--- config.mk ---
export PLATFORM = sky130hd
export DESIGN_NAME = par_serial_tx
export DESIGN_NICKNAME = d
export VERILOG_FILES = /design/src/rtl/par_serial_tx_pkg.sv /design/src/rtl/par_serial_tx_piso8.sv /design/src/rtl/par_serial_tx.sv
export SDC_FILE = /design/constraint.sdc
export NUM_CORES = 1
export LEC_CHECK = 0
export ABC_AREA = 1
export BUFFER_PORTS_ARGS = -buffer_cell sky130_fd_sc_hd__buf_2
export CAP_MARGIN = 5
export CORE_ASPECT_RATIO = 1.2
export CORE_MARGIN = 5
export CORE_UTILIZATION = 55
export DETAILED_ROUTE_END_ITERATION = 7
export GPL_ROUTABILITY_DRIVEN = 1
export GPL_TIMING_DRIVEN = 0
export PLACE_DENSITY_LB_ADDON = 0.12
export SETUP_SLACK_MARGIN = 0.5
export SLEW_MARGIN = 20
export SYNTH_ARGS = -nofsm -noshare
export SYNTH_HDL_FRONTEND = slang
export SYNTH_HIERARCHICAL = 1
export SYNTH_SLANG_ARGS = --single-unit
--- constraint.sdc ---
create_clock -name clk32f -period 4.2 [get_ports clk32f]
set_input_delay 0.42 -clock clk32f [delete_from_list [all_inputs] [get_ports clk32f]]
set_output_delay 0.42 -clock clk32f [all_outputs]
set_load 0.02 [all_outputs]
--- src/rtl/par_serial_tx_pkg.sv ---
// Shared symbol constants and link-state encoding for the serial TX and its RX-side aligner.
// Holds only constants, types and a width helper; there is no logic and no latency here.
package par_serial_tx_pkg;

  localparam logic [7:0] COM_BYTE_DEFAULT  = 8'hBC;
  localparam logic [7:0] IDLE_BYTE_DEFAULT = 8'h7C;
  localparam int         N_COM_DEFAULT     = 4;

  typedef enum logic {
    TX_SYNC = 1'b0,
    TX_RUN  = 1'b1
  } tx_state_e;

  // Counter width able to hold n-1, never narrower than one bit.
  function automatic int cnt_width(input int n);
    return (n > 1) ? $clog2(n) : 1;
  endfunction

endpackage

--- src/rtl/par_serial_tx_piso8.sv ---
// 8-bit parallel-load, shift-left register; ser_o is the registered MSB.
// Load takes priority over shift, and a shift fills the LSB with 0. There is no backpressure.
module piso8 (
  input  logic       clk,
  input  logic       rst_n,
  input  logic       load_i,
  input  logic [7:0] par_i,
  output logic       ser_o
);

  logic [7:0] shreg_q;
  logic [7:0] shreg_d;

  always_comb begin
    shreg_d = load_i ? par_i : {shreg_q[6:0], 1'b0};
  end

  always_ff @(posedge clk or negedge rst_n) begin
    if (!rst_n) begin
      shreg_q <= 8'h00;
    end else begin
      shreg_q <= shreg_d;
    end
  end

  assign ser_o = shreg_q[7];

endmodule

--- src/rtl/par_serial_tx.sv ---
// Byte-to-serial transmitter: sends N_COM comma symbols, then data or idle symbols MSB first, with no gaps.
// A byte loaded at edge k leaves from edge k to edge k+7; ready_out is high only in the cycle before a load in RUN.
module par_serial_tx
  import par_serial_tx_pkg::*;
#(
  parameter logic [7:0] COM_BYTE  = COM_BYTE_DEFAULT,
  parameter logic [7:0] IDLE_BYTE = IDLE_BYTE_DEFAULT,
  parameter int         N_COM     = N_COM_DEFAULT
) (
  input  logic       clk32f,
  input  logic       reset,
  input  logic [7:0] data_in,
  input  logic       valid_in,
  output logic       ready_out,
  output logic       data_out,
  output logic       active_out,
  output logic [7:0] tx_count
);

  localparam int               COM_W    = cnt_width(N_COM);
  localparam logic [COM_W-1:0] COM_LAST = COM_W'(N_COM - 1);

  tx_state_e        state_q, state_d;
  logic [2:0]       bit_cnt_q, bit_cnt_d;
  logic [COM_W-1:0] com_cnt_q, com_cnt_d;
  logic [7:0]       tx_count_q, tx_count_d;
  logic             load;
  logic             accept;
  logic [7:0]       sym;

  assign load       = (bit_cnt_q == 3'd7);
  assign ready_out  = (state_q == TX_RUN) && load;
  assign accept     = valid_in && ready_out;
  assign active_out = (state_q == TX_RUN);
  assign tx_count   = tx_count_q;

  always_comb begin
    state_d   = state_q;
    com_cnt_d = com_cnt_q;
    sym       = COM_BYTE;
    case (state_q)
      TX_SYNC: begin
        if (load) begin
          if (com_cnt_q == COM_LAST) begin
            state_d = TX_RUN;
          end else begin
            com_cnt_d = com_cnt_q + COM_W'(1);
          end
        end
      end
      TX_RUN: begin
        // sym is only consumed on a load edge, and accept already implies one.
        sym = accept ? data_in : IDLE_BYTE;
      end
    endcase
  end

  always_comb begin
    bit_cnt_d  = load ? 3'd0 : bit_cnt_q + 3'd1;
    tx_count_d = accept ? tx_count_q + 8'd1 : tx_count_q;
  end

  always_ff @(posedge clk32f or negedge reset) begin
    if (!reset) begin
      state_q    <= TX_SYNC;
      bit_cnt_q  <= 3'd7;
      com_cnt_q  <= '0;
      tx_count_q <= 8'h00;
    end else begin
      state_q    <= state_d;
      bit_cnt_q  <= bit_cnt_d;
      com_cnt_q  <= com_cnt_d;
      tx_count_q <= tx_count_d;
    end
  end

  piso8 u_piso8 (
    .clk    (clk32f),
    .rst_n  (reset),
    .load_i (load),
    .par_i  (sym),
    .ser_o  (data_out)
  );

endmodule

==> results by group <==
Routing
  – TritonRoute pass-1 iters: 4
  – Initial DRC Count: 19
  – Final wirelength: roughly 1.8 mm
  – Via count: approximately 810
  – ANT nets after route: 0
  – DR WL/cell: about 11 µm
  – Vias per cell: slightly below 5
  – DRC: 0

Yosys
  – Synth unique cells: 15
  – Post-synth top cells: nand2_1, dfrtp_1, inv_1
  – Most frequent cell after synthesis: nand2_1
  – Yosys warns: 6
  – Post-Synthesis Net Count: roughly 140
  – Synth Area in Compound Gates: 0%
  – Post-Synth Adder-Cell Area: about 4.8%
  – #FFs+latches synth: 22
  – Asr flop ratio synth: 100%
  – Top cell type by total area after synthesis: dfrtp_1
  – Cell Area, Synth: 1050 µm²
  – Simple-gate share of the synthesized area: between 20% and 30%
  – Synth Area in XOR/XNOR: around 4.2%
  – Sequential fraction of the synthesis area: between 50% and 60%
  – Main combinational cell family by area after synthesis: simple AND/OR/NAND/NOR gates
  – Top cells by area, synth: dfrtp_1, nand2_1, dfstp_2
  – Post-synth EDFFs: 0
  – Mean post-synth cell area: ~8.5 µm²
  – Proportion of synthesized area in mux cells: 0%
  – Synth top area share: a little under half
  – Most used DFF post-synth: dfrtp_1
  – Syn Inst Count: between 100 and 150

Die
  – Die area: 2880 µm²
  – Die X: between 40 and 50 µm
  – # IOs: 22
  – Die H: 57.8 µm
  – Initial Utilization: about 57%
  – Core Region: roughly 1800 µm²
  – Number of cell rows: 17

STA
  – Setup Viol. Count Final: 0
  – Final worst-path setup slack: about 2.1 ns
  – Max Slew Vio Count: 0
  – Worst slew pin tran: slightly below 0.5 ns
  – Minimum clock period: about 2.1 ns
  – RSZ-0062 raised after global routing: no
  – Max-slew headroom: approximately two thirds
  – Final Cycle Share: about half
  – Fin. Hold Viols: 0
  – Fin Hold WS: about 0.058 ns
  – Setup_tns: 0 ns
  – Highest clock rate: 0.475 GHz
  – Final Skew: slightly above 0.006 ns

Worst setup path
  – Cell with the most instances on the worst path: ha_1
  – Critical path class: reg -> out
  – Worst path cell trace: ha_1 > ha_1 > nand2_1 > inv_1 > buf_2
  – Type of origin of the critical path: flop
  – Crit-path max cell delay: between 0.5 and 0.6 ns
  – Worst path buffer plus inverter count: 2
  – Worst Path Required: ~3.8 ns
  – Crit. path cell count: 5
  – Crit end category: primary output
  – Critical path fanouts, max: 8
  – R2R cell count: 7
  – Crit-path leading delay family: flip-flops
  – Worst EP arrival: roughly 1.7 ns
  – Critical Path Slowest Stage Cell: dfstp_2

GRT
  – Vias in the first global route: about 800
  – Total GRT Usage: roughly 14%
  – First-pass GRT wire length: ~3.3 mm
  – Overflow left after global routing: 0
  – Antenna violations before repair: 0
  – Largest net degree at the start of global routing: 23

Clock tree
  – Worst-path clk slew: 0.11 ns
  – CTS-repair resized insts: 0
  – TritonCTS clock tree: yes
  – Number of post-CTS setup repair buffers: 0
  – Clk buf depth: 2
  – H-tree levels: 1
  – Root Driver: clkbuf_4
  – CTS Sinks: 22
  – Hold Buf Count CTS: 0
  – CTS Buf Count: 3
  – Clk_lat worst skew: roughly 0.3 ns

Job
  – Max_cap viols: 0

Power and ir drop
  – Pleak: between 0.6 and 0.7 nW
  – Power Dens Cells: approximately 280 nW/µm²
  – Pwr Total: ~340 µW
  – Maximum vdd drop: between 150 and 200 µV

Hold path
  – Tightest Hold Check Type: in -> async

Placed design
  – RePlAce Congestion: between 0.7 and 0.8
  – PortBufs: 21
  – Place WS: about 2.4 ns
  – Dpl hpwl: approximately 1.4 mm

Cells and area
  – Synth-to-Final Area Change: 14.8%
  – Layout cells sized above 1: between 20 and 25%
  – Fill count: between 150 and 200
  – Antenna Cells: 0
  – Nets: roughly 160
  – Final core occ: about 66%

Run status
  – Status: finished clean
==> final timing paths <==
check                                        startpoint                            to  slack [ns]
max                              bit_cnt_q[0]$_DFF_PN1_                     ready_out        2.09
min                                               reset  u_piso8/shreg_q[3]$_DFF_PN0_        0.06
max reg2reg                      bit_cnt_q[0]$_DFF_PN1_  u_piso8/shreg_q[5]$_DFF_PN0_        2.43
min reg2reg                u_piso8/shreg_q[6]$_DFF_PN0_  u_piso8/shreg_q[7]$_DFF_PN0_        0.46
max in group asynchronous                         reset        bit_cnt_q[1]$_DFF_PN1_        3.79
min in group clk32f                          data_in[2]  u_piso8/shreg_q[2]$_DFF_PN0_        0.38
==> per-layer routing <==
metal / global-route usage (%) / share of wire (%) / vias to the layer above
met4: 5.62 / 1.9 / 0
li1: - / - / 415
met3: 2.83 / 4.8 / 4
met1: 17.4 / 44 / 375
met5: 0 / 0 / -
met2: 24.4 / 49 / 14
==> flip-flops by register name, indices dropped and copies added, names as in the netlist <==
signal           flops
com_cnt_q            2
bit_cnt_q            3
u_piso8/shreg_q      8
tx_count             8
active_out           1
==> cells by family after synthesis <==
group	Yosys count
and+or+nand+nor	72
DFF	22
buffers and inverters	20
xor gates and xnor gates	5
adders and majority gates	4
==> layout make-up <==
class	count	area, µm²	area share, %
multi-input cells	81	402	33.4
inverters	18	67.6	5.63
clock buffers	4	26.3	2.19
plain buffers	2	22.5	1.88
well taps	19	23.8	1.98
repair buffers	21	105	8.75
flip-flops and latches	22	554	46.1
==> power breakdown <==
| group | total (mW) | switching, mW | internal (mW) |
|---|---|---|---|
| clock network | 0.0966 | 0.0596 | 0.0370 |
| registers | 0.221 | 0.00360 | 0.217 |
| logic | 0.0236 | 0.0149 | 0.00865 |
| total | 0.341 | 0.0781 | 0.263 |
==> layout by cell type, fill, tap and decap left out, drive strengths merged <==
cell type | Yosys | final
nand2 | 44 | 44
buf | 2 | 23
dfrtp | 19 | 19
inv | 18 | 18
nor2 | 14 | 14
nand3 | 10 | 10
or2 | 4 | 4
xor2 | 4 | 4
ha | 4 | 4
clkbuf | 0 | 4
dfstp | 3 | 3
xnor2 | 1 | 1
==> through the flow <==
| stage | cell area (µm²) | cells |
|---|---|---|
| after floorplan | 1050 | 123 |
| after global placement | 1170 | 163 |
| after detailed placement | 1170 | 163 |
| after CTS | 1200 | 167 |
| after global routing | 1200 | 167 |
| final | 1200 | 167 |
Note: power is estimated with default switching activity, not from simulation.
